$ cat config.mk
export PLATFORM = sky130hd
export DESIGN_NAME = mem_stage_ctrl
export DESIGN_NICKNAME = d
export VERILOG_FILES = /design/src/rtl/mem_stage_ctrl.sv
export SDC_FILE = /design/constraint.sdc
export NUM_CORES = 1
export LEC_CHECK = 0
export BUFFER_PORTS_ARGS = -buffer_cell sky130_fd_sc_hd__buf_2
export CORE_AREA = 3 3 99 101
export DETAILED_ROUTE_END_ITERATION = 8
export DIE_AREA = 0 0 102 104
export GPL_TIMING_DRIVEN = 0
export PLACE_DENSITY = 0.78
export SLEW_MARGIN = 20
export SYNTH_ARGS = -nofsm -noshare
export SYNTH_HDL_FRONTEND = slang
export SYNTH_SLANG_ARGS = --single-unit
$ cat constraint.sdc
create_clock -name clk -period 2.1 [get_ports clk]
set_input_delay 0.105 -clock clk [delete_from_list [all_inputs] [get_ports clk]]
set_output_delay 0.105 -clock clk [all_outputs]
set_load 0.01 [all_outputs]
$ cat src/rtl/mem_stage_ctrl.sv
// MEM-stage SRAM access controller: stalls the pipeline while a load or store
// runs for WAIT_CYCLES SRAM cycles, then releases it for one DONE cycle.
module mem_stage_ctrl #(
    parameter int WAIT_CYCLES = 3
) (
    input  logic        clk,
    input  logic        rst,
    input  logic        MEM_R_EN,
    input  logic        MEM_W_EN,
    input  logic [31:0] ALURes,
    input  logic [31:0] STVal,
    output logic        freeze,
    output logic [31:0] readData,
    output logic [29:0] SRAM_ADDR,
    output logic [31:0] SRAM_WDATA,
    input  logic [31:0] SRAM_RDATA,
    output logic        SRAM_CE_N,
    output logic        SRAM_WE_N
);

    typedef enum logic [1:0] {
        IDLE   = 2'd0,
        ACCESS = 2'd1,
        DONE   = 2'd2
    } state_t;

    localparam logic [3:0] CNT_LOAD = 4'(WAIT_CYCLES - 1);

    state_t     state_reg;
    logic [3:0] cnt_reg;
    logic       op_write_reg;

    logic req;
    logic is_write;
    logic unused_addr_bits;

    assign req              = MEM_R_EN | MEM_W_EN;
    // A simultaneous load and store request is served as a load.
    assign is_write         = MEM_W_EN & ~MEM_R_EN;
    assign unused_addr_bits = &{1'b0, ALURes[1:0]};

    // Gated by reset so the pipeline is released the moment reset asserts.
    assign freeze = rst & (((state_reg == IDLE) & req) | (state_reg == ACCESS));

    always_ff @(posedge clk or negedge rst) begin
        if (!rst) begin
            state_reg    <= IDLE;
            cnt_reg      <= 4'd0;
            op_write_reg <= 1'b0;
            readData     <= 32'd0;
            SRAM_ADDR    <= 30'd0;
            SRAM_WDATA   <= 32'd0;
            SRAM_CE_N    <= 1'b1;
            SRAM_WE_N    <= 1'b1;
        end else begin
            case (state_reg)
                IDLE: begin
                    if (req) begin
                        state_reg    <= ACCESS;
                        cnt_reg      <= CNT_LOAD;
                        op_write_reg <= is_write;
                        SRAM_ADDR    <= ALURes[31:2];
                        SRAM_WDATA   <= STVal;
                        SRAM_CE_N    <= 1'b0;
                        SRAM_WE_N    <= ~is_write;
                    end
                end
                ACCESS: begin
                    if (cnt_reg == 4'd0) begin
                        state_reg <= DONE;
                        SRAM_CE_N <= 1'b1;
                        SRAM_WE_N <= 1'b1;
                        if (!op_write_reg) begin
                            readData <= SRAM_RDATA;
                        end
                    end else begin
                        cnt_reg <= cnt_reg - 4'd1;
                    end
                end
                DONE: begin
                    // Always drop back to IDLE; the pipeline advances during DONE.
                    state_reg <= IDLE;
                end
                default: begin
                    state_reg <= IDLE;
                end
            endcase
        end
    end

endmodule

==> key figures <==
Outcome
  • Run status: finished clean

Detailed routing
  • First-pass DRT Iterations: 4
  • 1st-iter DRT viols: 56
  • Post-Route WL: ~11 mm
  • Vias per cell: between 4 and 5
  • DRC Markers: 0
  • Number of routed nets with antenna violations: 0
  • DR WL/cell: 16.26 µm
  • Routed via count: between 3000 and 4000

STA
  • RSZ-0062 raised after global routing: false
  • Rel. slew slack: around 69%
  • Hold Violations, Final: 0
  • Setup violations, final: 0
  • Post-route setup slack: ~0.082 ns
  • Worst slew pin tran: 0.4571 ns
  • Final period util: 96.12%
  • Setup Skew: about 0.012 ns
  • Fin. max-slew vios: 0
  • Fmax: just under 500 MHz
  • Fin crit period: approximately 2.0 ns

Critical path
  • Crit path max-delay family: simple AND/OR/NAND/NOR gates
  • CP startpoint kind: flop
  • Critical path class: reg -> reg
  • Critical path arrival: approximately 2.3 ns
  • CP Data Required Time: 2.33 ns
  • CP max FO: 10
  • Crit-path cells: inv_1 > ha_1 > nand2b_1 > or4_4 > buf_6 > buf_12 > mux2_4
  • Worst stage delay on the critical path: between 0.4 and 0.5 ns
  • Slowest cell on crit path: or4_4
  • Crit. End Element: flop
  • WP buf/inv: 3

Yosys
  • Mapped Nets: ~340
  • Yosys Warn Count: 0
  • Yosys cell types: 29
  • Sequential area share after synthesis: 63.12%
  • Post-Syn Area: approximately 4000 µm²
  • Post-synthesis sequential element count: 103
  • Avg Cell Area, Syn: 16.96 µm²
  • Post-Syn Instances: about 240

Placement
  • Setup WS pre-CTS: between 0.04 and 0.05 ns
  • Port-buffer cells: 194
  • Dpl hpwl: approximately 7 mm
  • Gpl congestion: 0.7855

Global route
  • Final global-route overflow total: 0
  • Vias in the first global route: about 3400
  • Antenna violations before repair: 0
  • Largest net degree at the start of global routing: 61
  • First-pass GRT wire length: 16.88 mm
  • Tot GR Track Use: around a fifth

Floorplan
  • Die X: between 100 and 150 µm
  • Full die area: approximately 11000 µm²
  • Core Rows: 35
  • Starting density of the core: between 40 and 50%
  • Core area: around 9100 µm²
  • Top Ports: about 200
  • Die span in y: ~100 µm

Job
  • MaxCap Viol Count: 0

Worst hold path
  • Hold Crit Class: in -> reg

Power and ir drop
  • Total Power: between 9 and 10 mW
  • Pwr/cell area: approximately 1400 nW/µm²
  • Peak supply drop: slightly below 0.7 mV
  • Leak pwr: 3.189 nW

Clocking
  • CTS tree: yes
  • Clock sink count: around 100
  • Clock-pin transition on the worst setup and hold timing paths: 0.09 ns
  • Total CTS buffers: 9
  • Post-CTS Setup Bufs: 0
  • Max Buffers Root-to-Sink: 2
  • CTS Root Cell: clkbuf_8
  • H-tree depth: 3
  • Worst skew pair latency: ~0.35 ns

Layout
  • Biggest registers after layout: SRAM_WDATA x32, readData x32, SRAM_ADDR x30
  • Area of the multi-input gates: roughly 1400 µm²
  • Area Overhead vs Synth: 57.30%
  • Total inserted antenna cells: 0
  • Layout fillers: 629
  • Fin nets: approximately 650
  • Share of cells above drive strength 1: 58.21%
  • Register area: around 2600 µm²
==> Yosys cell counts <==
library cell	n	area [µm²]
a21oi_1	3	15.01
dfstp_2	2	52.55
or4_4	1	11.26
a221o_1	1	10.01
a31oi_1	1	6.260
nor3b_1	2	15.01
buf_12	3	60.06
or2_2	1	6.260
mux2_2	65	732.0
mux2i_1	1	10.01
nand2b_4	1	13.76
nand2_1	1	3.750
nand4b_1	1	8.760
nand2b_1	1	6.260
nor2_1	2	7.510
a32o_1	1	10.01
inv_1	3	11.26
buf_2	6	30.03
mux2_4	30	450.4
nor2_2	1	6.260
nor2b_1	1	6.260
nor3_1	3	15.01
a21boi_0	1	7.510
ha_1	2	25.02
buf_6	1	11.26
dfrtp_1	101	2527
a21o_1	1	7.510
o21ai_0	3	15.01
o22ai_1	1	6.260
==> layer usage <==
metal,global-route usage (%),share of wire [%],up-vias
met5,0,0,-
met4,5.342,1.7,0
met3,6.103,7.2,13
met2,36.82,53,123
met1,22.80,38,1502
li1,-,-,1452
==> metrics by stage <==
step	utilization (%)	TNS, ns	instance area [µm²]	cells	hold slack [ns]
2_1_floorplan	-	0	4088	241	-0.1906
3_3_place_gp	57.06	-9.865	5197	546	0.3188
3_5_place_dp	57.43	0	5231	547	0.05518
4_1_cts	70.54	0	6425	659	0.04143
5_1_grt	70.59	0	6430	659	0.1001
6_report	70.59	0	6430	659	0.05658
==> final cells by class <==
cell class | count | area share, %
Buffer | 10 | 1.576
Clock inverter | 4 | 1.518
Multi-Input combinational cell | 125 | 21.77
Timing Repair Buffer | 291 | 30.57
Tap cell | 111 | 2.160
Clock buffer | 12 | 2.102
Sequential cell | 103 | 40.12
Inverter | 3 | 0.1751
==> repair_timing <==
item,in CTS,in global routing
setup endpoints to repair,0,26
hold endpoints to repair,139,0
gates resized for setup,0,1
hold buffers,96,0
==> where the power goes <==
part | total, mW | internal [mW] | switching (mW)
Sequential | 3.58 | 3.02 | 0.560
Clock | 1.43 | 0.794 | 0.634
Combinational | 4.05 | 2.26 | 1.79
==> cells by family after synthesis <==
group,after synthesis,synth area share (%)
flops,103,63.12
fa+ha+maj,2,0.6121
simple gates,15,2.449
compound gates,12,1.898
mux,96,29.17
buf+inv,13,2.755
==> cells in the final DEF (no fill, tap or decap) <==
cell	count
a221o_1	1
buf_2	199
or2_2	1
or4_4	1
o21ai_0	3
nor3_1	3
buf_6	2
nand2b_4	1
buf_12	3
clkbuf_8	9
dfstp_2	2
nand2_1	1
dfrtp_1	101
a21boi_0	1
a32o_1	1
mux2i_1	1
mux2_2	65
ha_1	2
nor2_1	2
clkbuf_1	3
dlygate4sd3_1	96
a31oi_1	1
nand2b_1	1
a21o_1	1
nor3b_1	2
buf_16	1
o22ai_1	1
nand4b_1	1
inv_1	3
nor2_4	1
mux2_4	30
bufinv_16	3
clkinvlp_4	1
a21oi_1	3
nor2b_1	1
==> tightest hold or removal path, delay by kind of cell <==
kind / cells / cell delay (ns)
AO/OA/AOI/OAI: 2 / 0.16
buffers and inverters: 1 / 0.10
==> worst paths after layout <==
check | start | depth (start not counted) | to | slack (ns)
worst max-delay path | cnt_reg[0] | 7 | readData[29] | 0.08
worst min-delay path | MEM_W_EN | 3 | op_write_reg | 0.06
worst max register to register | cnt_reg[0] | 7 | readData[29] | 0.08
worst min register to register | readData[0] | 1 | readData[0] | 0.50
max in group asynchronous | rst | 3 | SRAM_WE_N | 1.22
min in group asynchronous | rst | 2 | SRAM_ADDR[24] | 0.23
(Power assumes the default switching activity.)
